===== src/rtl/kij_pass_sequencer.sv =====
// kij_pass_sequencer: emits the 34-bit core instruction word that sequences one kij pass.
// The pass runs in this order:
//   1. weight xmem->L0
//   2. L0->PE load
//   3. gap
//   4. activation xmem->L0
//   5. execute
//   6. OFIFO->pmem drain
// Optional feature macro: SEQ_TIMEOUT_EN enables the DRAIN watchdog. Without it, err stays 0.
// Ports:
//   clk          rising-edge clock
//   reset        synchronous, active-low
//   start        begin a pass; sampled only in IDLE
//   w_base       xmem base address for weights; latched on start
//   a_base       xmem base address for activations; latched on start
//   p_base       pmem base address for psums; latched on start
//   ofifo_valid  OFIFO holds a readable row
//   inst         registered instruction word to core.inst
//   busy         registered; high in every state except IDLE
//   done         registered one-cycle pulse at the end of a pass
//   err          registered, sticky watchdog flag; cleared by the next start
module kij_pass_sequencer #(
    parameter int unsigned ROW     = 8,
    parameter int unsigned LEN_NIJ = 36,
    parameter int unsigned GAP     = 10,
    parameter int unsigned ADDR_W  = 11
`ifdef SEQ_TIMEOUT_EN
    ,
    parameter int unsigned TIMEOUT = 64
`endif
) (
    input  logic              clk,
    input  logic              reset,
    input  logic              start,
    input  logic [ADDR_W-1:0] w_base,
    input  logic [ADDR_W-1:0] a_base,
    input  logic [ADDR_W-1:0] p_base,
    input  logic              ofifo_valid,
    output logic [33:0]       inst,
    output logic              busy,
    output logic              done,
    output logic              err
);

    localparam int unsigned INST_W  = 34;
    localparam int unsigned MAX_AB  = (LEN_NIJ > ROW) ? LEN_NIJ : ROW;
    localparam int unsigned CNT_MAX = (MAX_AB > GAP) ? MAX_AB : GAP;
    localparam int unsigned CNT_W   = $clog2(CNT_MAX + 2);

    // Instruction field positions
    localparam int unsigned CEN_P    = 32;
    localparam int unsigned WEN_P    = 31;
    localparam int unsigned A_P_LO   = 20;
    localparam int unsigned A_P_HI   = A_P_LO + ADDR_W - 1;
    localparam int unsigned CEN_X    = 19;
    localparam int unsigned A_X_LO   = 7;
    localparam int unsigned A_X_HI   = A_X_LO + ADDR_W - 1;
    localparam int unsigned OFIFO_RD = 6;
    localparam int unsigned L0_RD    = 3;
    localparam int unsigned L0_WR    = 2;
    localparam int unsigned EXECUTE  = 1;
    localparam int unsigned LOAD     = 0;

    localparam logic [INST_W-1:0] IDLE_WORD = 34'h1_800C_0000;

    localparam logic [2:0] S_IDLE   = 3'd0;
    localparam logic [2:0] S_W_L0   = 3'd1;
    localparam logic [2:0] S_W_LOAD = 3'd2;
    localparam logic [2:0] S_GAP    = 3'd3;
    localparam logic [2:0] S_A_L0   = 3'd4;
    localparam logic [2:0] S_EXEC   = 3'd5;
    localparam logic [2:0] S_DRAIN  = 3'd6;
    localparam logic [2:0] S_DONE   = 3'd7;

    logic [2:0]        state, state_n;
    logic [CNT_W-1:0]  cnt, cnt_n;
    logic [CNT_W-1:0]  rd_cnt, rd_cnt_n;
    logic [CNT_W-1:0]  wr_cnt, wr_cnt_n;
    logic              pend, pend_n;
    logic [ADDR_W-1:0] w_base_q, w_base_n;
    logic [ADDR_W-1:0] a_base_q, a_base_n;
    logic [ADDR_W-1:0] p_base_q, p_base_n;
    logic [INST_W-1:0] inst_n;
    logic              busy_n, done_n, err_n;
    logic              rd_issue;
`ifdef SEQ_TIMEOUT_EN
    localparam int unsigned STALL_W = $clog2(TIMEOUT + 1);
    logic [STALL_W-1:0] stall, stall_n;
`endif

    // State, counters and registered outputs
    always_ff @(posedge clk) begin
        if (!reset) begin
            state    <= S_IDLE;
            cnt      <= '0;
            rd_cnt   <= '0;
            wr_cnt   <= '0;
            pend     <= 1'b0;
            w_base_q <= '0;
            a_base_q <= '0;
            p_base_q <= '0;
            inst     <= IDLE_WORD;
            busy     <= 1'b0;
            done     <= 1'b0;
            err      <= 1'b0;
`ifdef SEQ_TIMEOUT_EN
            stall    <= '0;
`endif
        end else begin
            state    <= state_n;
            cnt      <= cnt_n;
            rd_cnt   <= rd_cnt_n;
            wr_cnt   <= wr_cnt_n;
            pend     <= pend_n;
            w_base_q <= w_base_n;
            a_base_q <= a_base_n;
            p_base_q <= p_base_n;
            inst     <= inst_n;
            busy     <= busy_n;
            done     <= done_n;
            err      <= err_n;
`ifdef SEQ_TIMEOUT_EN
            stall    <= stall_n;
`endif
        end
    end

    // Next state and the instruction word for the current state-cycle
    always_comb begin
        state_n  = state;
        cnt_n    = cnt;
        rd_cnt_n = rd_cnt;
        wr_cnt_n = wr_cnt;
        pend_n   = pend;
        w_base_n = w_base_q;
        a_base_n = a_base_q;
        p_base_n = p_base_q;
        inst_n   = IDLE_WORD;
        busy_n   = (state != S_IDLE);
        done_n   = 1'b0;
        err_n    = err;
        rd_issue = 1'b0;
`ifdef SEQ_TIMEOUT_EN
        stall_n  = stall;
`endif
        case (state)
            S_IDLE: begin
                if (start) begin
                    state_n  = S_W_L0;
                    cnt_n    = '0;
                    rd_cnt_n = '0;
                    wr_cnt_n = '0;
                    pend_n   = 1'b0;
                    w_base_n = w_base;
                    a_base_n = a_base;
                    p_base_n = p_base;
                    err_n    = 1'b0;
`ifdef SEQ_TIMEOUT_EN
                    stall_n  = '0;
`endif
                end
            end
            S_W_L0: begin
                // xmem read at c, data written into L0 one cycle later
                if (cnt < CNT_W'(ROW)) begin
                    inst_n[CEN_X]         = 1'b0;
                    inst_n[A_X_HI:A_X_LO] = ADDR_W'(w_base_q + ADDR_W'(cnt));
                end
                if (cnt != '0) inst_n[L0_WR] = 1'b1;
                if (cnt == CNT_W'(ROW)) begin
                    state_n = S_W_LOAD;
                    cnt_n   = '0;
                end else begin
                    cnt_n = CNT_W'(cnt + CNT_W'(1));
                end
            end
            S_W_LOAD: begin
                if (cnt < CNT_W'(ROW)) inst_n[L0_RD] = 1'b1;
                if (cnt != '0) inst_n[LOAD] = 1'b1;
                if (cnt == CNT_W'(ROW)) begin
                    state_n = S_GAP;
                    cnt_n   = '0;
                end else begin
                    cnt_n = CNT_W'(cnt + CNT_W'(1));
                end
            end
            S_GAP: begin
                if (cnt == CNT_W'(GAP - 1)) begin
                    state_n = S_A_L0;
                    cnt_n   = '0;
                end else begin
                    cnt_n = CNT_W'(cnt + CNT_W'(1));
                end
            end
            S_A_L0: begin
                if (cnt < CNT_W'(LEN_NIJ)) begin
                    inst_n[CEN_X]         = 1'b0;
                    inst_n[A_X_HI:A_X_LO] = ADDR_W'(a_base_q + ADDR_W'(cnt));
                end
                if (cnt != '0) inst_n[L0_WR] = 1'b1;
                if (cnt == CNT_W'(LEN_NIJ)) begin
                    state_n = S_EXEC;
                    cnt_n   = '0;
                end else begin
                    cnt_n = CNT_W'(cnt + CNT_W'(1));
                end
            end
            S_EXEC: begin
                if (cnt < CNT_W'(LEN_NIJ)) inst_n[L0_RD] = 1'b1;
                if (cnt != '0) inst_n[EXECUTE] = 1'b1;
                if (cnt == CNT_W'(LEN_NIJ)) begin
                    state_n = S_DRAIN;
                    cnt_n   = '0;
                end else begin
                    cnt_n = CNT_W'(cnt + CNT_W'(1));
                end
            end
            S_DRAIN: begin
                // A read issued last cycle lands now and is written to pmem
                if (pend) begin
                    inst_n[CEN_P]         = 1'b0;
                    inst_n[WEN_P]         = 1'b0;
                    inst_n[A_P_HI:A_P_LO] = ADDR_W'(p_base_q + ADDR_W'(wr_cnt));
                    wr_cnt_n              = CNT_W'(wr_cnt + CNT_W'(1));
                end
                rd_issue = ofifo_valid && (rd_cnt < CNT_W'(LEN_NIJ));
                if (rd_issue) begin
                    inst_n[OFIFO_RD] = 1'b1;
                    rd_cnt_n         = CNT_W'(rd_cnt + CNT_W'(1));
                end
                pend_n = rd_issue;
                if (pend && (wr_cnt == CNT_W'(LEN_NIJ - 1))) state_n = S_DONE;
`ifdef SEQ_TIMEOUT_EN
                // Watchdog: consecutive cycles with a read owed but no data available
                if (rd_issue) begin
                    stall_n = '0;
                end else if (rd_cnt < CNT_W'(LEN_NIJ)) begin
                    stall_n = STALL_W'(stall + STALL_W'(1));
                    if (stall == STALL_W'(TIMEOUT - 1)) begin
                        err_n   = 1'b1;
                        state_n = S_DONE;
                    end
                end
`endif
            end
            S_DONE: begin
                done_n  = 1'b1;
                state_n = S_IDLE;
            end
            default: state_n = S_IDLE;
        endcase
    end

endmodule

===== config.mk =====
export PLATFORM = sky130hd
export DESIGN_NAME = kij_pass_sequencer
export DESIGN_NICKNAME = d
export VERILOG_FILES = /design/src/rtl/kij_pass_sequencer.sv
export SDC_FILE = /design/constraint.sdc
export NUM_CORES = 1
export LEC_CHECK = 0
export ABC_AREA = 1
export BUFFER_PORTS_ARGS = -buffer_cell sky130_fd_sc_hd__buf_4
export CAP_MARGIN = 20
export CORE_ASPECT_RATIO = 1.1
export CORE_MARGIN = 8
export CORE_UTILIZATION = 55
export DETAILED_ROUTE_END_ITERATION = 12
export PLACE_DENSITY = 0.78
export SYNTH_ARGS = -nofsm -noshare
export SYNTH_HDL_FRONTEND = slang
export SYNTH_SLANG_ARGS = --single-unit

===== constraint.sdc =====
create_clock -name clk -period 4.95 [get_ports clk]
set_input_delay 0.2475 -clock clk [delete_from_list [all_inputs] [get_ports clk]]
set_output_delay 0.2475 -clock clk [all_outputs]
set_load 0.03 [all_outputs]

==> results of run 1 <==
-- sequential cells by signal (all words and copies together), names as in the netlist, 3 cells and up --
register,flops
inst,29
cnt,6
a_base_q,11
rd_cnt,6
wr_cnt,6
state,3
p_base_q,11
w_base_q,11
-- through the flow --
stage	power (mW)	setup slack (ns)	utilization, %	hold WS [ns]
3_5_place_dp	1.53	3.03	63.9	0.441
3_3_place_gp	1.51	3.10	63.9	0.443
2_1_floorplan	1.36	3.22	-	0.390
6_report	2.02	3.00	66.4	0.151
4_1_cts	2.02	3.02	66.4	0.139
5_1_grt	2.15	2.83	66.4	0.152
-- power by group through the flow --
| stage | combinational [mW] | sequential [mW] | clock [mW] |
|---|---|---|---|
| floorplan | 0.472 | 0.889 | 0 |
| global placement | 0.635 | 0.875 | 0 |
| detailed placement | 0.654 | 0.879 | 0 |
| CTS | 0.656 | 0.863 | 0.503 |
| global route | 0.740 | 0.875 | 0.539 |
| finish | 0.657 | 0.865 | 0.497 |
-- final timing paths --
kind	startpoint	endpoint	slack, ns	depth (start not counted)
min	a_base[2]	a_base_q[2]	0.15	3
max reg2reg	cnt[0]	inst[15]	3.00	11
min reg2reg	rd_cnt[5]	rd_cnt[5]	0.46	2
max	cnt[0]	inst[15]	3.00	11
-- tightest hold or removal path, stage by stage --
cell     delay (ns)
buf_4          0.11
nand2_1        0.05
a21oi_1        0.05
-- layout make-up --
type / instances / area [um^2]
Sequential cell: 86 / 1720
Tap cell: 108 / 135
Fill cell: 718 / 2670
Multi-Input combinational cell: 468 / 2440
Clock inverter: 7 / 72.6
Timing Repair Buffer: 69 / 518
Clock buffer: 9 / 124
Inverter: 73 / 274
-- layer usage --
metal / routed length, um / track usage (%) / vias to the layer above
li1: - / - / 2209
met1: 4590 / 22.4 / 1991
met2: 5650 / 36.1 / 131
met3: 572 / 3.77 / 29
met4: 322 / 11.3 / 0
met5: 0 / 0 / -
-- cells by family after synthesis --
| group | share of synthesized area [%] |
|---|---|
| other | 0.166 |
| AO/OA/AOI/OAI | 13.7 |
| flip-flops | 38.1 |
| adder cells (fa/ha/maj) | 7.70 |
| buffers and inverters | 8.22 |
| XOR/XNOR | 0.969 |
| AND/OR/NAND/NOR | 31.1 |
-- synthesized netlist by cell type, drive strengths merged --
cell    instances  share of area (%)
dfxtp          86                 38
a22oi           1               0.17
nand2         172                 15
conb            2               0.17
or2             6               0.83
nand3          63                7.4
a211oi          1               0.17
clkbuf          5               0.42
o31ai           1               0.17
a31o            1               0.19
xor2            3               0.58
o211ai          4               0.66
o21a            3               0.50
nand3b          1               0.17
nand4           3               0.42
fa              3                1.3
inv            72                6.0
nor2           58                5.6
a21oi          67                7.4
nor3           11                1.6
nor4            1               0.14
buf            13                1.7
a21boi          2               0.33
xnor2           2               0.39
o21ai          34                3.8
and2            1               0.14
clkinv          1              0.083
ha             23                6.4
a31oi           2               0.28
==> out/summary.txt, run 1 <==
die area: 0.0114 mm^2
fin crit share: 39.5%
FF+latch count, synth: 86
Final ANT Viol Nets: 0
Clock Sinks: 86
final std cells w/o fill: 820
Via Count: 4360
crit path time final: 1.95 ns
Max Clk Rate: 512 MHz
Max transition margin: 63.0%
routed len/inst: 13.6 um
vias in the first global route: 4439
Critical Path RT: 5.19 ns
drt drc: 0
Setup crit end kind: flop
slowest stage delay, CP: 0.46 ns
row count: 34
Hold Violations, Final: 0
worst skew pair latency: 0.35 ns
final net count: 770
Port Buf Inserts: 68
mapped cell area: 0.00452 mm^2
Post-CTS Hold Buffers: 0
initial antenna violation count: 0
global-route wire length before repair: 19.2 mm
IO Count: 74
Peak supply drop: 0.194 mV
CP max-delay cell: dfxtp_1
largest net degree at the start of global routing: 55
CTS Buffer Depth: 2
skew final: 0.00789 ns
post-CTS sizing: 0
fin area: 0.00528 mm^2
power share of the clock group: 24.6%
combinational fraction of design power: 32.6%
final setup violating endpoints: 0
total track usage: 20.6%
DIE WIDTH: 102 um
starting DRC count in detailed routing: 205
Post-DP Area: 0.00509 mm^2
post-synthesis cell count: 642
H-tree levels: 3
setup TNS: 0 ns
sequential share of power: 42.8%
CP top delay family: adder cells
core box area: 0.00796 mm^2
post-synthesis sequential area ratio: 38.1%
crit path kind: flop to flop
Sw Pwr: 0.782 mW
Avg Vias per Cell: 5.32
Final Slew Violations: 0
Worst Max-Slew Pin Slew: 0.551 ns
TritonCTS clock tree: built
share of cells above drive strength 1: 16.4%
Area Growth Syn to Fin: 16.9%
post-DP HPWL: 8.46 mm
yosys warns: 0
Die Ht: 111 um
number of diodes: 0
cell total after placement: 804
Startpoint Class: flop
Pwr Density: 382 mW/mm^2
WL final: 11.1 mm
most used cell, CP: nand3_1
most frequent cells in the layout: 165 x nand2_1, 86 x dfxtp_1, 69 x buf_4, 67 x a21oi_1, 65 x inv_1
top fanout value on the critical path: 7
Int Power: 1.24 mW
Synth Area per Inst: 7.04 um^2
clock root cell: clkbuf_8
Max-Cap Viols: 0
Initial DRT Pass Iterations: 5
Initial Util: 56.8%
CP Data Arrival Time: 2.19 ns
Net Sw Frac: 38.7%
Tightest Hold Check Type: input pin to flop
crit-path cells: ha_1 > inv_1 > fa_1 > inv_1 > nand3_1 > nand3_1 > nand2_1 > nand2_1 > nand3_1 > nand3_1 > a21oi_1
grt ovf: 0
Leakage: 2.41 nW
commonest non-fill, non-tap cell in the layout: nand2_1
Worst Path Buf+Inv: 2
Clock transition at path regs: 0.08 ns
status: finished clean
TritonCTS Buffers: 9
Netlist cell types: 42
gpl congestion: 0.959
RSZ-0062 raised after global routing: no
post-CTS setup buffers: 0
Note: power is estimated with default switching activity, not from simulation.
==> run 2, diff against run 1 <==
Settings changed: ABC_AREA 1 to 0.
Clock period 4.95 ns to 1.8 ns, I/O delays scaled along.
==> out/summary.txt, run 2 <==
Clock transition at path regs: 0.09 ns
Final ANT Viol Nets: 0
post-DP HPWL: 8.46 mm
starting DRC count in detailed routing: 400
number of enable flip-flop cells after synthesis: 0
Storage cell area: 0.00175 mm^2
Area contributors post-synth: dfxtp_1 40%, nand2_1 7.4%, ha_1 6.6%, a21oi_1 5.8%, nor2_1 3.8%
post-route setup slack: -0.225 ns
failing checks: negative setup slack
slowest stage delay, CP: 0.44 ns
clock root cell: clkbuf_8
Worst Path Buf+Inv: 1
IO Count: 74
final std cells w/o fill: 792
Synth Area per Inst: 8.20 um^2
CP top delay family: simple AND/OR/NAND/NOR gates
H-tree levels: 3
top fanout value on the critical path: 5
vias in the first global route: 4452
crit-path cells: ha_4 > inv_2 > fa_2 > nand2b_4 > a21oi_4 > o22ai_2 > or4_4 > a31oi_1
Leakage: 2.63 nW
R2R Path Start: cnt[0]
initial antenna violation count: 0
mapped cell area: 0.00434 mm^2
CTS Buffer Depth: 2
CP Data Arrival Time: 2.32 ns
gpl congestion: 0.890
Die Ht: 109 um
cell taking the most area after synthesis: dfxtp_1
Largest Register: inst
total track usage: 23.5%
fin area: 0.00632 mm^2
fillers: 457
final setup violating endpoints: 12
crit path time final: 2.02 ns
DIE WIDTH: 101 um
Peak supply drop: 0.552 mV
Max-Cap Viols: 0
Via Count: 4655
Main synth FF type: dfxtp_1
Post-DP Area: 0.00535 mm^2
Max transition margin: 67.0%
FF+latch count, synth: 86
yosys warns: 0
row count: 34
CP max-delay cell: or4_4
setup TNS: -0.983 ns
Hold Violations, Final: 0
final net count: 742
most frequent cells in the layout: 129 x buf_4, 85 x nand2_1, 70 x dfxtp_1, 47 x a21oi_1, 39 x nor2_1
Initial DRT Pass Iterations: 8
multi-input logic area: 0.00278 mm^2
cell total after placement: 735
die area: 0.0110 mm^2
Synth top area share: 39.7%
Netlist cell types: 61
Async SR Flop Fraction: 0%
Tightest Hold Check Type: input pin to flop
Pwr Density: 911 mW/mm^2
Clock Sinks: 86
Hold Crit Start: p_base[5]
post-synthesis sequential area ratio: 39.7%
Final Slew Violations: 0
Avg Vias per Cell: 5.88
Post-synth top cells: 86 x dfxtp_1, 86 x nand2_1, 50 x a21oi_1, 44 x nor2_1
total power: 5.76 mW
WHS: 0.0137 ns
Area Growth Syn to Fin: 45.7%
skew final: 0.00946 ns
RSZ-0062 raised after global routing: yes
core box area: 0.00778 mm^2
worst skew pair latency: 0.36 ns
Worst Max-Slew Pin Slew: 0.490 ns
share of cells above drive strength 1: 34.9%
drt drc: 0
CP startpoint: cnt[0]
Startpoint Class: flop
final core utilization: 81.2%
Initial Util: 55.7%
routed len/inst: 18.2 um
pre-CTS setup slack: -0.205 ns
post-synthesis cell count: 529
WL final: 14.4 mm
largest net degree at the start of global routing: 34
Critical Path RT: 2.09 ns
commonest non-fill, non-tap cell in the layout: buf_4
Setup crit end kind: flop
grt ovf: 0
global-route wire length before repair: 20.8 mm
Port Buf Inserts: 68
fin crit share: 112%
status: finished with violations
Largest register FFs: 29
TritonCTS Buffers: 9
number of diodes: 0
Max Clk Rate: 494 MHz
crit path kind: flop to flop
TritonCTS clock tree: built
run 2: worst paths after layout:
path / slack, ns / cells past startpoint / end
worst max register to register: -0.22 / 8 / inst[17]
worst max-delay path: -0.22 / 8 / inst[17]
worst min-delay path: 0.01 / 3 / p_base_q[5]
worst min register to register: 0.47 / 2 / p_base_q[4]
run 2: timing repair:
item                                    4_1_cts  5_1_grt
endpoints found under the setup margin       24       59
pin swaps                                    13       26
endpoints found under the hold margin        29        0
hold buffers                                 29        0
gates cloned                                  0        1
buffers inserted                              6        7
resized for setup                            33       51
run 2: layout make-up:
type | instances | share of cell area (%)
multi-input combinational | 402 | 43.9
inverter | 16 | 0.990
clock inverter | 6 | 1.72
clock buffer | 10 | 2.18
timing repair buffer | 164 | 21.3
tap | 108 | 2.14
sequential | 86 | 27.7
run 2: tightest hold or removal path, cell delays in order:
cell     delay, ns
buf_4         0.10
nand2_1       0.06
a21oi_1       0.06
run 2: metal layers:
layer	GRT usage, %	share of wire, %
met3	5.36	7.3
met1	25.4	38
met5	0	0
met2	43.1	50
met4	9.51	4.7
run 2: cell families after synthesis:
family                   share of synthesized area, %
XOR/XNOR                                         2.42
AND/OR/NAND/NOR                                  24.6
multiplexers                                     2.11
other                                           0.173
adder cells (fa/ha/maj)                          8.02
AO/OA/AOI/OAI                                    18.5
flip-flops                                       39.7
buffers and inverters                            4.56
run 2: report_power, final:
part | internal, mW | switching, mW | leakage (nW) | total (mW)
clock | 0.958 | 0.707 | 0.126 | 1.66
sequential | 2.08 | 0.185 | 0.708 | 2.26
combinational | 0.844 | 0.994 | 1.80 | 1.84
